<file path="src/rtl/sc_pkg.sv">
// Shared definitions for the stochastic-computing datapath.
// The widths here are the common currency between the SC, NAND, ADD and result stages.
package sc_pkg;

    // Width of the ADD stage result and of every sample stored downstream
    localparam int SC_RES_W = 9;

    // Width of the stochastic numbers fed into the SC stage
    localparam int SC_NUM_W = 6;

    typedef logic [SC_RES_W-1:0] sc_result_t;

endpackage : sc_pkg

</file>
<file path="src/rtl/sc_result_fifo_if.sv">
// Valid/ready output channel of the result FIFO.
// The FIFO owns valid and data. The consumer owns ready.
interface sc_result_fifo_if
    import sc_pkg::*;
#(
    parameter int DW = SC_RES_W
) ();

    logic          out_valid;
    logic          out_ready;
    logic [DW-1:0] out_data;

    // Producer side (the FIFO)
    modport master (
        output out_valid,
        output out_data,
        input  out_ready
    );

    // Consumer side (system bus / software bridge)
    modport slave (
        input  out_valid,
        input  out_data,
        output out_ready
    );

endinterface : sc_result_fifo_if

</file>
<file path="src/rtl/sc_edge_det.sv">
// Rising-edge detector for a level enable.
// A level that stays high for many cycles yields a single-cycle cap pulse
// in the first cycle only. The same block can serve the NAND/ADD enable chain.
module sc_edge_det (
    input  logic clk,
    input  logic rst,
    input  logic en_i,
    output logic cap_o
);

    logic en_q;

    // Remember last cycle's enable level; cleared by the async active-low reset
    // so an enable already high at reset release still produces one capture.
    always_ff @(posedge clk or negedge rst) begin
        if (!rst) begin
            en_q <= 1'b0;
        end else begin
            en_q <= en_i;
        end
    end

    assign cap_o = en_i & ~en_q;

endmodule : sc_edge_det

</file>
<file path="src/rtl/sc_result_fifo.sv">
// Result capture FIFO at the end of the SC -> NAND -> ADD chain.
// Captures one sample per enable assertion into a show-ahead FIFO, offers the
// head on a valid/ready channel, and keeps frame/drop statistics so lost
// samples caused by back-pressure are visible.
module sc_result_fifo
    import sc_pkg::*;
#(
    parameter int DEPTH = 4,
    parameter int DW    = SC_RES_W,
    parameter int CNT_W = 16
) (
    input  logic                   clk,
    input  logic                   rst,
    input  logic                   en_in,
    input  logic [DW-1:0]          result_in,
    input  logic                   clr,
    sc_result_fifo_if.master       out,
    output logic [$clog2(DEPTH):0] count,
    output logic                   full,
    output logic                   overflow,
    output logic [CNT_W-1:0]       frame_cnt,
    output logic [CNT_W-1:0]       drop_cnt
);

    localparam int AW = $clog2(DEPTH);
    localparam int CW = AW + 1;

    logic [DW-1:0]    mem_q [DEPTH];

    logic [AW-1:0]    wr_ptr_q, wr_ptr_d;
    logic [AW-1:0]    rd_ptr_q, rd_ptr_d;
    logic [CW-1:0]    count_q, count_d;
    logic             overflow_q, overflow_d;
    logic [CNT_W-1:0] frame_cnt_q, frame_cnt_d;
    logic [CNT_W-1:0] drop_cnt_q, drop_cnt_d;

    logic cap;
    logic is_empty;
    logic is_full;
    logic pop;
    logic push;
    logic drop;

    sc_edge_det u_edge_det (
        .clk   (clk),
        .rst   (rst),
        .en_i  (en_in),
        .cap_o (cap)
    );

    // Status comes from the registered occupancy only, so nothing here depends
    // combinationally on out_ready.
    assign is_empty = (count_q == '0);
    assign is_full  = (count_q == CW'(DEPTH));

    // A pop needs a head entry. A push is allowed when there is room, or when a
    // pop in the same cycle frees the slot being written. A flush discards any
    // capture in the same cycle without counting it.
    assign pop  = ~is_empty & out.out_ready;
    assign push = cap & ~clr & (~is_full | pop);
    assign drop = cap & ~clr & is_full & ~pop;

    // Next-state for pointers, occupancy and statistics; flush wins over traffic
    // except for the frame counter, which survives a flush.
    always_comb begin
        wr_ptr_d    = wr_ptr_q;
        rd_ptr_d    = rd_ptr_q;
        count_d     = count_q;
        overflow_d  = overflow_q;
        frame_cnt_d = frame_cnt_q;
        drop_cnt_d  = drop_cnt_q;

        if (clr) begin
            wr_ptr_d   = '0;
            rd_ptr_d   = '0;
            count_d    = '0;
            overflow_d = 1'b0;
            drop_cnt_d = '0;
        end else begin
            if (push) begin
                wr_ptr_d    = wr_ptr_q + 1'b1;
                frame_cnt_d = frame_cnt_q + 1'b1;
            end
            if (pop) begin
                rd_ptr_d = rd_ptr_q + 1'b1;
            end
            if (push && !pop) begin
                count_d = count_q + 1'b1;
            end else if (pop && !push) begin
                count_d = count_q - 1'b1;
            end
            if (drop) begin
                overflow_d = 1'b1;
                if (drop_cnt_q != '1) begin
                    drop_cnt_d = drop_cnt_q + 1'b1;
                end
            end
        end
    end

    // Control and statistics registers, cleared immediately by the async reset.
    always_ff @(posedge clk or negedge rst) begin
        if (!rst) begin
            wr_ptr_q    <= '0;
            rd_ptr_q    <= '0;
            count_q     <= '0;
            overflow_q  <= 1'b0;
            frame_cnt_q <= '0;
            drop_cnt_q  <= '0;
        end else begin
            wr_ptr_q    <= wr_ptr_d;
            rd_ptr_q    <= rd_ptr_d;
            count_q     <= count_d;
            overflow_q  <= overflow_d;
            frame_cnt_q <= frame_cnt_d;
            drop_cnt_q  <= drop_cnt_d;
        end
    end

    // Sample storage. Contents need no reset because the data output is masked
    // whenever the FIFO is empty.
    always_ff @(posedge clk) begin
        if (push) begin
            mem_q[wr_ptr_q] <= result_in;
        end
    end

    // Show-ahead head entry. It is held stable while it waits for out_ready,
    // and it is forced to zero when the FIFO is empty, including during reset.
    assign out.out_valid = ~is_empty;
    assign out.out_data  = is_empty ? '0 : mem_q[rd_ptr_q];

    assign count     = count_q;
    assign full      = is_full;
    assign overflow  = overflow_q;
    assign frame_cnt = frame_cnt_q;
    assign drop_cnt  = drop_cnt_q;

endmodule : sc_result_fifo

</file>
<file path="src/flat_wrapper.sv">
// flat-port wrapper written by rule: the top's interface ports become plain ports
module sc_result_fifo_flat import sc_pkg::*;
#(
    parameter int DEPTH = 4,
    parameter int DW    = SC_RES_W,
    parameter int CNT_W = 16
)
  (clk, rst, en_in, result_in, clr, count, full, overflow, frame_cnt, drop_cnt, out_out_valid, out_out_data, out_out_ready);
  sc_result_fifo_if #(.DW(DW)) out_i ();
  input  logic clk;
  input  logic rst;
  input  logic en_in;
  input  logic [DW-1:0] result_in;
  input  logic clr;
  output logic [$clog2(DEPTH):0] count;
  output logic full;
  output logic overflow;
  output logic [CNT_W-1:0] frame_cnt;
  output logic [CNT_W-1:0] drop_cnt;
  output wire logic [$bits(out_i.out_valid)-1:0] out_out_valid;
  output wire logic [$bits(out_i.out_data)-1:0] out_out_data;
  input wire logic [$bits(out_i.out_ready)-1:0] out_out_ready;
  assign out_out_valid = out_i.out_valid;
  assign out_out_data = out_i.out_data;
  assign out_i.out_ready = out_out_ready;
  sc_result_fifo #(.DEPTH(DEPTH), .DW(DW), .CNT_W(CNT_W)) u_core (.clk(clk), .rst(rst), .en_in(en_in), .result_in(result_in), .clr(clr), .out(out_i), .count(count), .full(full), .overflow(overflow), .frame_cnt(frame_cnt), .drop_cnt(drop_cnt));
endmodule
</file>
<file path="config.mk">
export PLATFORM = sky130hd
export DESIGN_NAME = sc_result_fifo_flat
export DESIGN_NICKNAME = d
export VERILOG_FILES = /design/src/rtl/sc_pkg.sv /design/src/rtl/sc_result_fifo_if.sv /design/src/rtl/sc_edge_det.sv /design/src/rtl/sc_result_fifo.sv /design/src/flat_wrapper.sv
export SDC_FILE = /design/constraint.sdc
export NUM_CORES = 1
export LEC_CHECK = 0
export BUFFER_PORTS_ARGS = -buffer_cell sky130_fd_sc_hd__buf_4
export CORE_MARGIN = 2
export CORE_UTILIZATION = 60
export CTS_CLUSTER_DIAMETER = 150
export DETAILED_ROUTE_END_ITERATION = 10
export PLACE_DENSITY_LB_ADDON = 0.12
export SLEW_MARGIN = 20
export SYNTH_ARGS = -nofsm -noshare
export SYNTH_HDL_FRONTEND = slang
export SYNTH_SLANG_ARGS = --single-unit
</file>
<file path="constraint.sdc">
create_clock -name clk -period 4.3 [get_ports clk]
set_input_delay 0.215 -clock clk [delete_from_list [all_inputs] [get_ports clk]]
set_output_delay 0.215 -clock clk [all_outputs]
set_load 0.01 [all_outputs]
</file>
After elaboration in Yosys (flattened, before gate mapping)
Memories as Yosys holds them, arrays and structs flattened.
Cells that the tools add are included.
{"block": "classes", "n_addsub": 6, "eq_ne": 2, "n_mux": 15, "n_bitwise": 12, "reduce_logical": 12}
{"cell": "$mux W16", "n": 3}
{"cell": "$add A16 B1 Y16 const B", "n": 2}
{"cell": "$ne A16 B16 Y1 const B", "n": 1}
{"cell": "$mux W3", "n": 3}
{"cell": "$mux W9", "n": 1}
{"cell": "$mux W2", "n": 4}
{"cell": "$reduce_bool A2 Y1", "n": 4}
{"cell": "$and A1 B1 Y1", "n": 6}
{"cell": "$not A1 Y1", "n": 5}
{"cell": "$add A2 B1 Y2 const B", "n": 2}
{"cell": "$mux W1", "n": 4}
{"cell": "$reduce_and A2 Y1", "n": 2}
{"cell": "$add A3 B1 Y3 const B", "n": 1}
{"cell": "$eq A3 B3 Y1 const B", "n": 1}
{"cell": "$logic_not A3 Y1", "n": 1}
{"cell": "$reduce_bool A3 Y1", "n": 1}
{"cell": "$sub A3 B1 Y3 const B", "n": 1}
{"cell": "$logic_and A1 B1 Y1", "n": 2}
{"cell": "$logic_not A1 Y1", "n": 2}
{"cell": "$or A1 B1 Y1", "n": 1}
{"block": "word_totals", "regBits": 41, "ramBits": 36, "memories": 1}
{"memory": "u_core.mem_q", "words": 4, "width": 9, "read_ports": 1, "rd_ports_with_merged_regs": 0, "write_ports": 1, "line_no": "sc_result_fifo.sv:28", "source": "logic [DW-1:0] mem_q [DEPTH];"}

Longest topological paths before layout
{"block": "depth", "ltp_word": 10, "mapped_depth": 8, "mapped_depth_nobuf": 6}

Modules after synthesis
Synthesis repeated with hierarchy kept, for this count alone.
{"block": "hier_totals", "hier_cells": 271, "area_unflattened_um2": 3569.7}
{"mod": "sc_result_fifo", "n_inst": 1, "cells_each": 269, "area_per_inst_um2": 3530.9, "seq_area_each_um2": 2082.0}
{"mod": "sc_edge_det", "n_inst": 1, "cells_each": 2, "area_per_inst_um2": 38.8, "seq_area_each_um2": 25.0}

Worst setup path after synthesis
No wires, ideal clock.
{"block": "synth_timing", "path_kind": "register to register", "start": "register u_core.count_q[0] (netlist: u_core.count[0])", "end": "register u_core.count_q[2] (netlist: u_core.count[2])", "setup_time_ns": 0.136, "arrival_ns": 2.574, "setup_slack_ns": 1.590, "path_stages_with_launch": 9, "path_buffers": 2, "cell_sequence": "dfrtp_1 -> buf_6 -> or4b_2 -> clkbuf_1 -> and3_1 -> fa_1 -> or3_1 -> a31oi_1 -> a21oi_1"}
{"block": "synth_via", "elab_chain_cells": 8}
{"item": "start, declared", "line_no": "sc_result_fifo.sv:32", "source": "logic [CW-1:0] count_q, count_d;"}
{"item": "start signal, assigned", "line_no": "sc_result_fifo.sv:113", "source": "count_q <= count_d;"}
{"item": "$logic_not A3 Y1", "line_no": "sc_result_fifo.sv:53", "source": "assign is_empty = (count_q == '0);"}
{"item": "$not A1 Y1", "line_no": "sc_result_fifo.sv:59", "source": "assign pop = ~is_empty & out.out_ready;"}
{"item": "$and A1 B1 Y1", "line_no": "sc_result_fifo.sv:59"}
{"item": "$or A1 B1 Y1", "line_no": "sc_result_fifo.sv:60", "source": "assign push = cap & ~clr & (~is_full | pop);"}
{"item": "$and A1 B1 Y1", "line_no": "sc_result_fifo.sv:60"}
{"item": "$logic_and A1 B1 Y1 / $logic_not A1 Y1 (equally long branches)", "line_no": "sc_result_fifo.sv:87, sc_result_fifo.sv:89"}
{"item": "$mux W3 / $logic_and A1 B1 Y1 (equally long branches)", "line_no": "sc_result_fifo.sv:87, sc_result_fifo.sv:89"}
{"item": "$mux W3 / $reduce_bool A3 Y1 (equally long branches)"}
Parallel ways exist; a longest one is shown, timed or not. The select of a mux whose other input is x is not followed.
A chain may end at the register's enable or synchronous reset.

Final worst setup path
Ends and elaborated chain as after synthesis.

==> summary.txt <==
Die
  • Cell Rows: 28
  • Die width: 82.4 µm
  • Core region area: 5920 µm²
  • IO Pins: 61
  • Initial core utilization: 62.3%
  • Die area: 6790 µm²
  • Chip height: 82.4 µm

Placement
  • Placed Area: 4150 µm²
  • # port buffers: 60
  • Dpl hpwl: 4.80 mm
  • Global placer's final weighted congestion: 0.842
  • Pre-CTS WS: 1530 ps

Routing
  • DRT iter0 DRCs: 181
  • Final WL: 6.99 mm
  • Via density: 6.08
  • Drc violations: 0
  • Via count: 2626
  • TritonRoute pass-1 iters: 5
  • Wire per inst: 16.2 µm
  • Antenna-violating nets left: 0

Logic synthesis
  • Mapped Area: 3690 µm²
  • Synth Register Bits: 77
  • Synth top area share: 29.3%
  • Post-synth top area cell: edfxtp_1
  • Asr flop ratio synth: 53.2%
  • Top-count cell post-synth: dfrtp_1
  • Sequential share of the synthesized area: 57.2%
  • Ys flop type: dfrtp_1
  • Number of synthesized flops with an enable pin: 36
  • Yosys cell types: 45
  • Top post-synthesis cells by area: edfxtp_1 (29%), dfrtp_1 (28%), mux4_2 (5.5%)
  • Mapped Nets: 317
  • Synth Instances: 296
  • Syn. warnings: 0
  • Synthesized area per cell: 12.5 µm²
  • Top cells by count, synth: dfrtp_1 (41), edfxtp_1 (36), a21oi_1 (16), o31ai_1 (14)

Timing
  • RSZ-0062 raised after global routing: false
  • Slew Limit Fails: 0
  • Final worst slack: 1500 ps
  • Final setup fails: 0
  • Fmax: 358 MHz
  • Worst Skew: 10.6 ps
  • TNS Setup: 0 ps
  • Final worst path period share: 65.0%
  • Slew @ Worst Pin: 1120 ps
  • Max-slew headroom: 24.6%
  • Final hold viol count: 0
  • Tmin final: 2800 ps

Clock network
  • Clock slew at reported path FFs: 80 ps
  • Clk root buf: clkbuf_8
  • Inserted Clock Buffers: 9
  • H-Tree Depth: 3
  • Clock sinks: 77
  • Longest Clk Path Bufs: 2
  • CTS tree: yes
  • Clock latency at the later pin of the worst-skew pair: 350 ps
  • Post-CTS setup buffers: 0

Pwr
  • Leakage: 1.79 nW
  • VDD IR max: 369 µV
  • Pwr dens: 386 nW/µm²

GRT
  • First-pass GRT wire length: 11.0 mm
  • Vias in the first global route: 2334
  • Largest net degree at the start of global routing: 42
  • Overflow after GRT: 0
  • Antenna violations before repair: 0
  • GRT Util Overall: 22.3%

Layout
  • Fin util: 73.9%
  • Layout cell share with drive strength beyond 1: 26.1%
  • Synth-to-Final Area Change: 18.7%
  • N_diodes: 0
  • Final instance area: 4370 µm²
  • NumNets Final: 373

Setup path
  • Crit start category: register
  • Critical Path RT: 4520 ps
  • Worst setup EP type: register
  • Crit Path Max Fanout: 10
  • Crit path launch: u_core.count[0]
  • Kind of critical path: register to register
  • Arr. time, crit path: 3010 ps
  • Worst reg2reg path depth: 6
  • Reg2reg end: u_core.count[2]
  • Worst R2R Start: u_core.count[0]
  • Worst Setup EP: u_core.count[2]
  • R2R Setup Slk: 1500 ps

Flow run
  • MaxCap Viol Count: 0

Worst hold path
  • Min-Delay Path Class: input port to register

Status
  • Outcome: completed
[flip-flops by register name, summed over array words and instances, names as in the netlist]
register	flops
u_core.wr_ptr_q	2
u_core.u_edge_det.en_q	1
u_core.count	3
u_core.overflow	1
u_core.mem_q	36
u_core.drop_cnt	16
u_core.rd_ptr_q	2
u_core.frame_cnt	16
[critical path, cell delays in order (launching register included)]
cell and delay (ps):
dfrtp_1 490, or4b_2 820, and3_1 250, fa_1 430, or3_1 400, a31oi_1 200, a21oi_1 90
[per-layer routing]
| metal | routed length, µm | share of wire (%) | track usage (%) |
|---|---|---|---|
| met5 | 0 | 0 | 0 |
| met4 | 129 | 1.8 | 10.2 |
| met3 | 445 | 6.4 | 5.11 |
| met2 | 3420 | 49 | 34.8 |
| met1 | 2990 | 43 | 29.8 |
[cells by family (layout without fill, tap and decap cells)]
kind of cell	count (synthesis)	after routing	share of synthesized area, %
flops	77	77	57.2
buf+inv	26	87	3.33
mux	12	12	6.42
fa+ha+maj	7	7	2.58
xor+xnor	19	19	4.51
simple gates	116	116	18.8
compound gates	39	39	7.20
[layout make-up]
class / instances / area [µm²]
Clock buffer: 9 / 124
Clock inverter: 7 / 73.8
Fill cell: 393 / 1550
Inverter: 9 / 33.8
Multi-Input combinational cell: 193 / 1470
Sequential cell: 77 / 2110
Tap cell: 75 / 93.8
Timing Repair Buffer: 62 / 470
[report_power, final]
part	internal [mW]	total, mW	leakage (nW)	switching (mW)
combinational	0.156	0.285	0.820	0.129
sequential	0.807	0.866	0.870	0.0592
clock	0.270	0.537	0.0962	0.267
total	1.23	1.69	1.79	0.455
[repair_timing]
item	CTS	global route
hold buffers	2	0
gates resized for setup	0	0
endpoints found under the hold margin	42	0
[stage by stage]
stage          std cells  hold slack (ps)  power (mW)
6_report             432             63.5        1.69
5_1_grt              432             52.6        1.78
4_1_cts              432             55.8        1.70
3_5_place_dp         414              233        1.17
3_3_place_gp         414              233        1.16
2_1_floorplan        296            -80.6        1.04
[worst min-delay path by stage]
| stage | startpoint | end | slack [ps] | cells after the start |
|---|---|---|---|---|
| floorplan | rst | u_core.count[0] | -80 | 0 |
| global placement | rst | u_core.drop_cnt[6] | 230 | 1 |
| detailed placement | rst | u_core.drop_cnt[5] | 230 | 1 |
| CTS | result_in[1] | u_core.mem_q[3][1] | 60 | 1 |
| global route | result_in[1] | u_core.mem_q[0][1] | 50 | 1 |
| finish | result_in[1] | u_core.mem_q[3][1] | 60 | 1 |
[cells in the final DEF, fill, tap and decap left out, types with 8 or more instances in the layout]
cell      count
nand2_1      13
nor2_1       12
or4_1        13
o31ai_1      14
and3_1       11
and2_1       11
nor3_1        8
edfxtp_1     36
xor2_1       11
mux4_2        9
inv_1         9
buf_4        60
clkbuf_8      9
nand4_1      10
xnor2_1       8
a21oi_1      16
dfrtp_1      41
nand3_1      12
No activity file was read; power rests on OpenSTA's default activity.
